<file path="config.mk">
export PLATFORM = sky130hd
export DESIGN_NAME = interrupt_controller_flat
export DESIGN_NICKNAME = d
export VERILOG_FILES = /design/src/rtl/int_pkg.sv /design/src/rtl/interrupt_controller_if.sv /design/src/rtl/int_timer.sv /design/src/rtl/interrupt_controller.sv /design/src/flat_wrapper.sv
export SDC_FILE = /design/constraint.sdc
export NUM_CORES = 1
export LEC_CHECK = 0
export ABC_AREA = 1
export BUFFER_PORTS_ARGS = -buffer_cell sky130_fd_sc_hd__buf_2
export CORE_UTILIZATION = 37
export DETAILED_ROUTE_END_ITERATION = 8
export MAX_ROUTING_LAYER = met4
export PLACE_DENSITY_LB_ADDON = 0.15
export SLEW_MARGIN = 20
export SYNTH_ARGS = -nofsm -noshare
export SYNTH_HDL_FRONTEND = slang
export SYNTH_SLANG_ARGS = --single-unit
export TNS_END_PERCENT = 20
</file>
<file path="constraint.sdc">
create_clock -name Clock -period 4.1 [get_ports Clock]
set_input_delay 0.82 -clock Clock [delete_from_list [all_inputs] [get_ports Clock]]
set_output_delay 0.82 -clock Clock [all_outputs]
set_load 0.1 [all_outputs]
</file>
<file path="src/rtl/int_pkg.sv">
// Shared definitions for the interrupt controller: cause codes, timer state, priority encoder.
// Latency: none (types, constants and pure functions only).
// Backpressure: not applicable.
package int_pkg;

    // Largest source vector: halt + timer + 16 external lines.
    localparam int MAX_SRC = 18;
    localparam int SRC_W   = 5;

    localparam logic [31:0] CAUSE_NONE  = 32'd0;
    localparam logic [31:0] CAUSE_HALT  = 32'd1;
    localparam logic [31:0] CAUSE_TIMER = 32'd2;

    typedef enum logic {
        TMR_IDLE = 1'b0,
        TMR_RUN  = 1'b1
    } tmr_state_t;

    // Index of the lowest set bit among the first n bits of req; 0 when none is set.
    // Callers pass a zero-extended vector and their real source count as n.
    function automatic logic [SRC_W-1:0] prio_enc(input logic [MAX_SRC-1:0] req, input int n);
        logic [SRC_W-1:0] idx;
        idx = '0;
        for (int i = MAX_SRC - 1; i >= 0; i--) begin
            if (i < n && req[i]) begin
                idx = SRC_W'(i);
            end
        end
        return idx;
    endfunction

endpackage

</file>
<file path="src/rtl/interrupt_controller_if.sv">
// CPU-side bundle of the interrupt controller: requests, mask/ack control, PC redirect.
// Latency: wires only; take_int/pc_target are same-cycle, the rest are registered in the controller.
// Backpressure: none; the CPU must honour take_int in the cycle it is raised.
interface interrupt_controller_if #(
    parameter int NUM_IRQ     = 4,
    parameter int PC_WIDTH    = 11,
    parameter int TIMER_WIDTH = 16
);
    logic                   halt;
    logic                   set_timer;
    logic [TIMER_WIDTH-1:0] timer_value;
    logic [NUM_IRQ-1:0]     irq;
    logic                   mask_wr;
    logic [NUM_IRQ:0]       mask_data;
    logic                   ack;
    logic [PC_WIDTH-1:0]    pc_next;
    logic                   take_int;
    logic [PC_WIDTH-1:0]    pc_target;
    logic [PC_WIDTH-1:0]    pc_saved;
    logic [31:0]            cause;
    logic [NUM_IRQ+1:0]     pending;
    logic                   in_service;

    // master: the CPU side that raises requests and follows the PC redirect.
    modport master (
        output halt, set_timer, timer_value, irq, mask_wr, mask_data, ack, pc_next,
        input  take_int, pc_target, pc_saved, cause, pending, in_service
    );

    // slave: the interrupt controller itself.
    modport slave (
        input  halt, set_timer, timer_value, irq, mask_wr, mask_data, ack, pc_next,
        output take_int, pc_target, pc_saved, cause, pending, in_service
    );
endinterface

</file>
<file path="src/rtl/int_timer.sv">
// Down-counting interval timer; pulses expire on the cycle its count sits at 1.
// Latency: expire is raised exactly timer_value cycles after the load edge.
// Backpressure: none; a load on the expiry cycle wins and suppresses that expire pulse.
module int_timer
    import int_pkg::*;
#(
    parameter int TIMER_WIDTH = 16,
    parameter bit AUTO_RELOAD = 1'b0
) (
    input  logic                   Clock,
    input  logic                   Reset,
    input  logic                   set_timer,
    input  logic [TIMER_WIDTH-1:0] timer_value,
    output logic                   expire
);

    localparam logic [TIMER_WIDTH-1:0] ONE = TIMER_WIDTH'(1);

    tmr_state_t             state;
    logic [TIMER_WIDTH-1:0] count;
    logic [TIMER_WIDTH-1:0] reload;

    assign expire = (state == TMR_RUN) && (count == ONE) && !set_timer;

    always_ff @(posedge Clock or posedge Reset) begin
        if (Reset) begin
            state  <= TMR_IDLE;
            count  <= '0;
            reload <= '0;
        end else if (set_timer) begin
            // A zero load value stops the timer outright.
            if (timer_value != '0) begin
                state  <= TMR_RUN;
                count  <= timer_value;
                reload <= timer_value;
            end else begin
                state <= TMR_IDLE;
                count <= '0;
            end
        end else if (state == TMR_RUN) begin
            if (count == ONE) begin
                if (AUTO_RELOAD) begin
                    count <= reload;
                end else begin
                    state <= TMR_IDLE;
                    count <= '0;
                end
            end else begin
                count <= count - ONE;
            end
        end
    end

endmodule

</file>
<file path="src/rtl/interrupt_controller.sv">
// Priority interrupt controller: halt (NMI), timer and NUM_IRQ edge-triggered lines redirect the PC.
// Latency: requests latch one edge after they occur; take_int/pc_target are combinational from that state.
// Backpressure: one handler at a time; ack releases it, only halt may pre-empt an active handler.
// Ports: Clock, Reset (async, active-high), bus (interrupt_controller_if.slave).
module interrupt_controller
    import int_pkg::*;
#(
    parameter int                  NUM_IRQ     = 4,
    parameter int                  PC_WIDTH    = 11,
    parameter int                  TIMER_WIDTH = 16,
    parameter logic [PC_WIDTH-1:0] ISR_ADDR    = '0,
    parameter bit                  AUTO_RELOAD = 1'b0
) (
    input  logic                  Clock,
    input  logic                  Reset,
    interrupt_controller_if.slave bus
);

    localparam int NSRC = NUM_IRQ + 2;

    logic [NSRC-1:0]     pending_q;
    logic [NUM_IRQ:0]    enable_q;
    logic [NUM_IRQ-1:0]  irq_prev_q;
    logic                in_service_q;
    logic [31:0]         cause_q;
    logic [PC_WIDTH-1:0] pc_saved_q;

    logic                timer_expire;
    logic [NSRC-1:0]     eligible;
    logic [NSRC-1:0]     set_vec;
    logic [NSRC-1:0]     win_onehot;
    logic [NSRC-1:0]     pending_d;
    logic [SRC_W-1:0]    win_idx;
    logic                take;

    int_timer #(
        .TIMER_WIDTH (TIMER_WIDTH),
        .AUTO_RELOAD (AUTO_RELOAD)
    ) u_timer (
        .Clock       (Clock),
        .Reset       (Reset),
        .set_timer   (bus.set_timer),
        .timer_value (bus.timer_value),
        .expire      (timer_expire)
    );

    always_comb begin
        // Source 0 (halt) ignores both the enable register and in_service.
        eligible   = pending_q & {enable_q & {(NUM_IRQ + 1){~in_service_q}}, 1'b1};
        take       = |eligible;
        win_idx    = prio_enc(MAX_SRC'(eligible), NSRC);
        win_onehot = NSRC'(1) << win_idx;
        set_vec    = {bus.irq & ~irq_prev_q, timer_expire, bus.halt};
        // Clear the winner first, then OR in new requests so a fresh one is never lost.
        pending_d  = (pending_q & ~(take ? win_onehot : '0)) | set_vec;
    end

    always_ff @(posedge Clock or posedge Reset) begin
        if (Reset) begin
            pending_q    <= '0;
            enable_q     <= '0;
            irq_prev_q   <= '0;
            in_service_q <= 1'b0;
            cause_q      <= CAUSE_NONE;
            pc_saved_q   <= '0;
        end else begin
            pending_q  <= pending_d;
            irq_prev_q <= bus.irq;
            if (bus.mask_wr) begin
                enable_q <= bus.mask_data;
            end
            // A take (only possible under an active handler via halt) overrides ack.
            if (take) begin
                pc_saved_q   <= bus.pc_next;
                cause_q      <= 32'(win_idx) + 32'd1;
                in_service_q <= 1'b1;
            end else if (bus.ack && in_service_q) begin
                cause_q      <= CAUSE_NONE;
                in_service_q <= 1'b0;
            end
        end
    end

    assign bus.take_int   = take;
    assign bus.pc_target  = take ? ISR_ADDR : bus.pc_next;
    assign bus.pc_saved   = pc_saved_q;
    assign bus.cause      = cause_q;
    assign bus.pending    = pending_q;
    assign bus.in_service = in_service_q;

endmodule

</file>
<file path="src/flat_wrapper.sv">
// flat-port wrapper written by rule: the top's interface ports become plain ports
module interrupt_controller_flat import int_pkg::*;
#(
    parameter int                  NUM_IRQ     = 4,
    parameter int                  PC_WIDTH    = 11,
    parameter int                  TIMER_WIDTH = 16,
    parameter logic [PC_WIDTH-1:0] ISR_ADDR    = '0,
    parameter bit                  AUTO_RELOAD = 1'b0
)
  (Clock, Reset, bus_halt, bus_set_timer, bus_timer_value, bus_irq, bus_mask_wr, bus_mask_data, bus_ack, bus_pc_next, bus_take_int, bus_pc_target, bus_pc_saved, bus_cause, bus_pending, bus_in_service);
  interrupt_controller_if #(.NUM_IRQ(NUM_IRQ), .PC_WIDTH(PC_WIDTH), .TIMER_WIDTH(TIMER_WIDTH)) bus_i ();
  input  logic Clock;
  input  logic Reset;
  input wire logic [$bits(bus_i.halt)-1:0] bus_halt;
  input wire logic [$bits(bus_i.set_timer)-1:0] bus_set_timer;
  input wire logic [$bits(bus_i.timer_value)-1:0] bus_timer_value;
  input wire logic [$bits(bus_i.irq)-1:0] bus_irq;
  input wire logic [$bits(bus_i.mask_wr)-1:0] bus_mask_wr;
  input wire logic [$bits(bus_i.mask_data)-1:0] bus_mask_data;
  input wire logic [$bits(bus_i.ack)-1:0] bus_ack;
  input wire logic [$bits(bus_i.pc_next)-1:0] bus_pc_next;
  output wire logic [$bits(bus_i.take_int)-1:0] bus_take_int;
  output wire logic [$bits(bus_i.pc_target)-1:0] bus_pc_target;
  output wire logic [$bits(bus_i.pc_saved)-1:0] bus_pc_saved;
  output wire logic [$bits(bus_i.cause)-1:0] bus_cause;
  output wire logic [$bits(bus_i.pending)-1:0] bus_pending;
  output wire logic [$bits(bus_i.in_service)-1:0] bus_in_service;
  assign bus_i.halt = bus_halt;
  assign bus_i.set_timer = bus_set_timer;
  assign bus_i.timer_value = bus_timer_value;
  assign bus_i.irq = bus_irq;
  assign bus_i.mask_wr = bus_mask_wr;
  assign bus_i.mask_data = bus_mask_data;
  assign bus_i.ack = bus_ack;
  assign bus_i.pc_next = bus_pc_next;
  assign bus_take_int = bus_i.take_int;
  assign bus_pc_target = bus_i.pc_target;
  assign bus_pc_saved = bus_i.pc_saved;
  assign bus_cause = bus_i.cause;
  assign bus_pending = bus_i.pending;
  assign bus_in_service = bus_i.in_service;
  interrupt_controller #(.NUM_IRQ(NUM_IRQ), .PC_WIDTH(PC_WIDTH), .TIMER_WIDTH(TIMER_WIDTH), .ISR_ADDR(ISR_ADDR), .AUTO_RELOAD(AUTO_RELOAD)) u_core (.Clock(Clock), .Reset(Reset), .bus(bus_i));
endmodule
</file>
; After elaboration in Yosys (flattened, before gate mapping)
; Index checks and enable logic that the tools add are counted.
[word_totals]
regBits = 76
latchBits = 0
mem_bits_rw = 0
mem_bits_ro = 0
in_bits = 42
output_inout_bits = 62
wordCells = 48
n_memories = 0
[classes]
addsub = 2
mul = 0
n_div = 0
n_lt_le_gt_ge = 0
eq_ne = 1
shift = 1
mux = 20
n_bitwise = 8
n_reduce_logical = 8
[op_table]
columns = cell, n
row1 = 16-bit two-way mux, 4
row2 = 32-bit two-way mux, 2
row3 = 5-bit two-way mux, 5
row4 = 16-bit by 1-bit == test with 1-bit output (second input constant), 1
row5 = 16-bit nonzero test, 1
row6 = 16-bit by 1-bit subtractor with 16-bit output (second input constant), 1
row7 = 6-bit bitwise AND, 2
row8 = 11-bit two-way mux, 1
row9 = 5-bit by 1-bit adder with 6-bit output (second input constant), 1
row10 = 1-bit two-way mux, 6
row11 = 6-bit two-way mux, 1
row12 = 6-bit inverter, 1
row13 = 6-bit OR, 1
row14 = 6-bit OR reduction, 1
row15 = 1-bit by 5-bit << shifter with 6-bit output (first input constant), 1
row16 = 5-bit bitwise AND, 1
row17 = 4-bit bitwise AND, 1
row18 = 4-bit inverter, 1
row19 = 2-bit nonzero test, 2
row20 = 1-bit logical AND, 3
row21 = 3-bit two-way mux, 1
row22 = 1-bit logical NOT, 1
row23 = 1-bit inverter, 1

; Depth between registers and ports, before layout
[depth]
depth_word = 14
ltp_mapped = 12

; Hierarchy
; From an unflattened synthesis, not the netlist that was laid out.
[hier_totals]
cells_unflattened = 379
area_unflattened_um2 = 2971.6
[modules_own_cells]
columns = module, instances, cells_per_inst, area_per_inst_um2, seq_area_each_um2
row1 = interrupt_controller, 1, 177, 1629.1, 775.7
row2 = int_timer, 1, 202, 1342.5, 425.4

; Worst setup path after synthesis
; No wires, ideal clock.
[synth_path]
kind = reg2out
start = register u_core.in_service_q (netlist: u_core.bus.in_service)
end = output bus_pc_target[1]
arrival_ns = 3.233
t_required_ns = 3.280
setup_slack_ns = 0.047
stages_incl_launch_ff = 8
n_path_buf = 1
path_cell_list = dfrtp_1 -> inv_2 -> nand3_2 -> nand2_2 -> nor2_4 -> nand2_4 -> buf_2 -> nor2_1
[synth_via]
elab_chain_cells = 5
[synth_lines]
columns = element, line
row1 = from (decl), interrupt_controller.sv:24  ; logic in_service_q;
row2 = from (signal assigned), interrupt_controller.sv:63  ; in_service_q <= 1'b0;
row3 = from (signal assigned), interrupt_controller.sv:76  ; in_service_q <= 1'b1;
row4 = from (signal assigned), interrupt_controller.sv:79  ; in_service_q <= 1'b0;
row5 = 1-bit inverter, interrupt_controller.sv:49  ; eligible = pending_q & {enable_q & {(NUM_IRQ + 1){~in_service_q}}, 1'b1};
row6 = 5-bit bitwise AND, interrupt_controller.sv:49
row7 = 6-bit bitwise AND, interrupt_controller.sv:49
row8 = 6-bit OR reduction, interrupt_controller.sv:50  ; take = |eligible;
row9 = net bus_take_int, flat_wrapper.sv:22  ; output wire logic [$bits(bus_i.take_int)-1:0] bus_take_int;
row10 = 11-bit two-way mux, interrupt_controller.sv:85  ; assign bus.pc_target = take ? ISR_ADDR : bus.pc_next;
row11 = to (decl), flat_wrapper.sv:23  ; output wire logic [$bits(bus_i.pc_target)-1:0] bus_pc_target;
; The timed path passes the listed nets, and every way through them passes these cells.

; Worst setup path after layout
[layout_path]
start = register u_core.in_service_q (netlist: u_core.bus.in_service)
end = output bus_pc_target[2]
[layout_via]
elab_chain_cells = 5
[layout_lines]
columns = element, line
row1 = 1-bit inverter, interrupt_controller.sv:49
row2 = 5-bit bitwise AND, interrupt_controller.sv:49
row3 = 6-bit bitwise AND, interrupt_controller.sv:49
row4 = 6-bit OR reduction, interrupt_controller.sv:50
row5 = 11-bit two-way mux, interrupt_controller.sv:85
; Every way passes these cells.

==> summary.txt <==
Final Power: 1850 uW
Synth Area in XOR/XNOR: 0.9130%
Clock Sinks: 48
Footprint of the multi-input gates: 0.001325 sq mm
Num ports: 104
Adder-cell share of the synthesized area: 2.609%
Vias: 2403
Setup CP Type: reg2out
Metal3 WL: 274 microns
Final setup TNS: 0 ns
# DRC: 0
Leakage power: 0.001786 uW
Antenna diode count: 0
Most numerous cell in the Yosys netlist: nand2_1
Clk_skew: 0.006999 ns
Post-synthesis cell area: 0.002878 sq mm
Die height: 90.19 microns
DRT antenna net count: 0
GRT overflow: 0
DP Area: 0.003208 sq mm
Worst IR drop on VDD: 0.1546 mV
Largest area contributor in the netlist: dfrtp_1
Post-layout min period: 2.632 ns
Clock Path Buffers: 2
Multiplexer share of the synthesized area: 1.957%
Final hold vios: 0
Crit-path cells: inv_2, nand3_2, nand2_2, nor2_4, nand2_4, nor2_1, buf_2
Crit path max-delay cell type: buf_2
CTS tree: done
Post-CTS sizing: 0
Met2 WL: 2885 microns
Post-Layout Cell Count: 542
Starting Density: 39.05%
Fin nets: 490
Crit share post-route: 64.20%
Syn avg cell area: 7.778 sq um
Final setup fails: 0
Synth Area in Compound Gates: 10.04%
Design area: 0.003331 sq mm
Warnings from Yosys: 0
Rel. slew slack: 44.21%
Total track usage: 15.75%
Hold Crit Class: reg2reg
Register area: 0.001201 sq mm
Iter 0 DRT Violations: 102
Pwr per Cell Area: 555.3 mW/mm^2
Crit start category: register
Status: complete, no violations
CP arrival: 1.81 ns
Largest net degree at the start of global routing: 49
Number of global-route vias before repair: 2209
CTS HTree Levels: 2
Metal1 wirelength: 2951 microns
Detailed Route WL: 6190 microns
Wire length per cell: 11.42 microns
Post-synth cell types: 32
Largest family of logic cells by synthesized area: simple AND/OR/NAND/NOR gates
Placed insts: 534
CTS Hold Bufs: 0
Top cells by area, synth: dfrtp_1 (42%), nand2_1 (12%), buf_4 (7.3%)
Main synth FF type: dfrtp_1
First-pass GRT wire length: 10070 microns
GPL Wtd Cong: 0.8178
Crit path required time: 3.28 ns
CTS Buf Count: 5
Die area: 0.008134 sq mm
Max Cap Viol: 0
Top post-synthesis cells by count: nand2_1 (90), dfrtp_1 (48), inv_1 (45)
Post-DR vias/cell: 4.434
CTS Root Cell: clkbuf_8
Fmax: 379.9 MHz
Hold depth: 1
Port bufs: 75
Layout cells sized above 1: 27.31%
Worst setup EP type: output port
Final Max Slew Viols: 0
Top cell type's share of synthesized area: 41.74%
R2R cell count: 11
Num rows: 31
Unrepaired setup endpoints after global routing: false
WHS: 0.4277 ns
Area delta synth->final: 15.74%
Seq cells post-synth: 48
Clock Latency Late Sink: 0.30 ns
Horiz. Die Dim: 90.19 microns
Core region area: 0.007370 sq mm
Initial antenna violation count: 0
Async SR Flop Fraction: 100.0%
FILL cells: 767
Worst-path fanout max: 15
Post-CTS Setup Bufs: 0
Number of synthesized flops with an enable pin: 0
Post-synthesis sequential area ratio: 41.74%
CTS clk-pin slew, worst paths: 0.10 ns
Mapped Cells: 370
Worst-Margin Slew: 0.8368 ns
CP max stage delay: 0.43 ns
Max Used Layer: met4
DP HPWL: 4574 microns
Area share of and/or/nand/nor cells after synthesis: 26.87%
Pre-Repair DR Iteration Count: 4
area by class of cell:
class                           count  area share [%]
Sequential cell                    48           36.06
Multi-Input combinational cell    264           39.78
Timing Repair Buffer               75           11.27
Tap cell                           99           3.719
Inverter                           48           5.522
Clock inverter                      2           1.165
Clock buffer                        6           2.479
critical path: cells and delay by family (launching register included):
kind,cells,cell delay [ns]
buf+inv,2,0.53
flops,1,0.40
simple gates,5,0.57
placed cells by master, fill, tap and decap left out, types with 2 or more instances in the layout:
master / Yosys / routed
nand3_1: 13 / 13
nand3_2: 3 / 3
a21oi_1: 11 / 11
o21ai_2: 6 / 6
o21ai_0: 12 / 12
nor2_1: 36 / 36
o21ai_1: 18 / 18
a22oi_1: 2 / 2
conb_1: 1 / 28
mux2_2: 5 / 5
inv_2: 2 / 2
nor4_1: 4 / 4
inv_1: 45 / 44
nor2_2: 2 / 2
ha_1: 6 / 6
clkbuf_8: 0 / 6
nand2_2: 12 / 12
nand2_1: 90 / 90
xor2_1: 2 / 2
nand4_1: 4 / 4
dfrtp_1: 48 / 48
buf_2: 3 / 75
nor2_4: 4 / 4
logic make-up after synthesis:
group,count (synthesis)
flops,48
simple gates,171
mux,5
compound gates,51
other cells,1
buf+inv,85
fa+ha+maj,6
xor+xnor,3
per-layer routing:
layer | global-route usage (%) | vias up
met4 | 4.167 | 0
met5 | - | -
met1 | 19.93 | 1089
met3 | 3.046 | 9
met2 | 25.83 | 63
li1 | - | 1242
power by group:
part / total (uW) / switching (uW) / internal (uW)
logic: 876 / 738 / 138
clock network: 370 / 170 / 200
registers: 604 / 57.8 / 546
total: 1850 / 965 / 884
final timing paths:
path | start | endpoint | slack (ns)
worst max-delay path | u_core.bus.in_service | bus_pc_target[2] | 1.47
worst min-delay path | u_core.irq_prev_q[3] | u_core.bus.pending[5] | 0.43
worst max register to register | u_core.u_timer.count[1] | u_core.u_timer.count[11] | 2.39
worst min register to register | u_core.irq_prev_q[3] | u_core.bus.pending[5] | 0.43
max in group asynchronous | Reset | u_core.irq_prev_q[1] | 2.96
min in group asynchronous | Reset | u_core.bus.pc_saved[3] | 0.63
through the flow:
step | worst slack (ns) | utilization [%]
floorplan | 0.04679 | -
global placement | 1.806 | 43.53
detailed placement | 1.786 | 43.53
CTS | 1.437 | 45.18
global route | 1.353 | 45.20
finish | 1.468 | 45.20
flip-flops by register name, summed over array words and instances, names as in the netlist:
signal / cells
u_core.bus.cause: 4
u_core.bus.in_service: 1
u_core.bus.pc_saved: 11
u_core.bus.pending: 6
u_core.enable_q: 5
u_core.irq_prev_q: 4
u_core.u_timer.count: 16
u_core.u_timer.state: 1
Power figures use the tool's default switching activity.
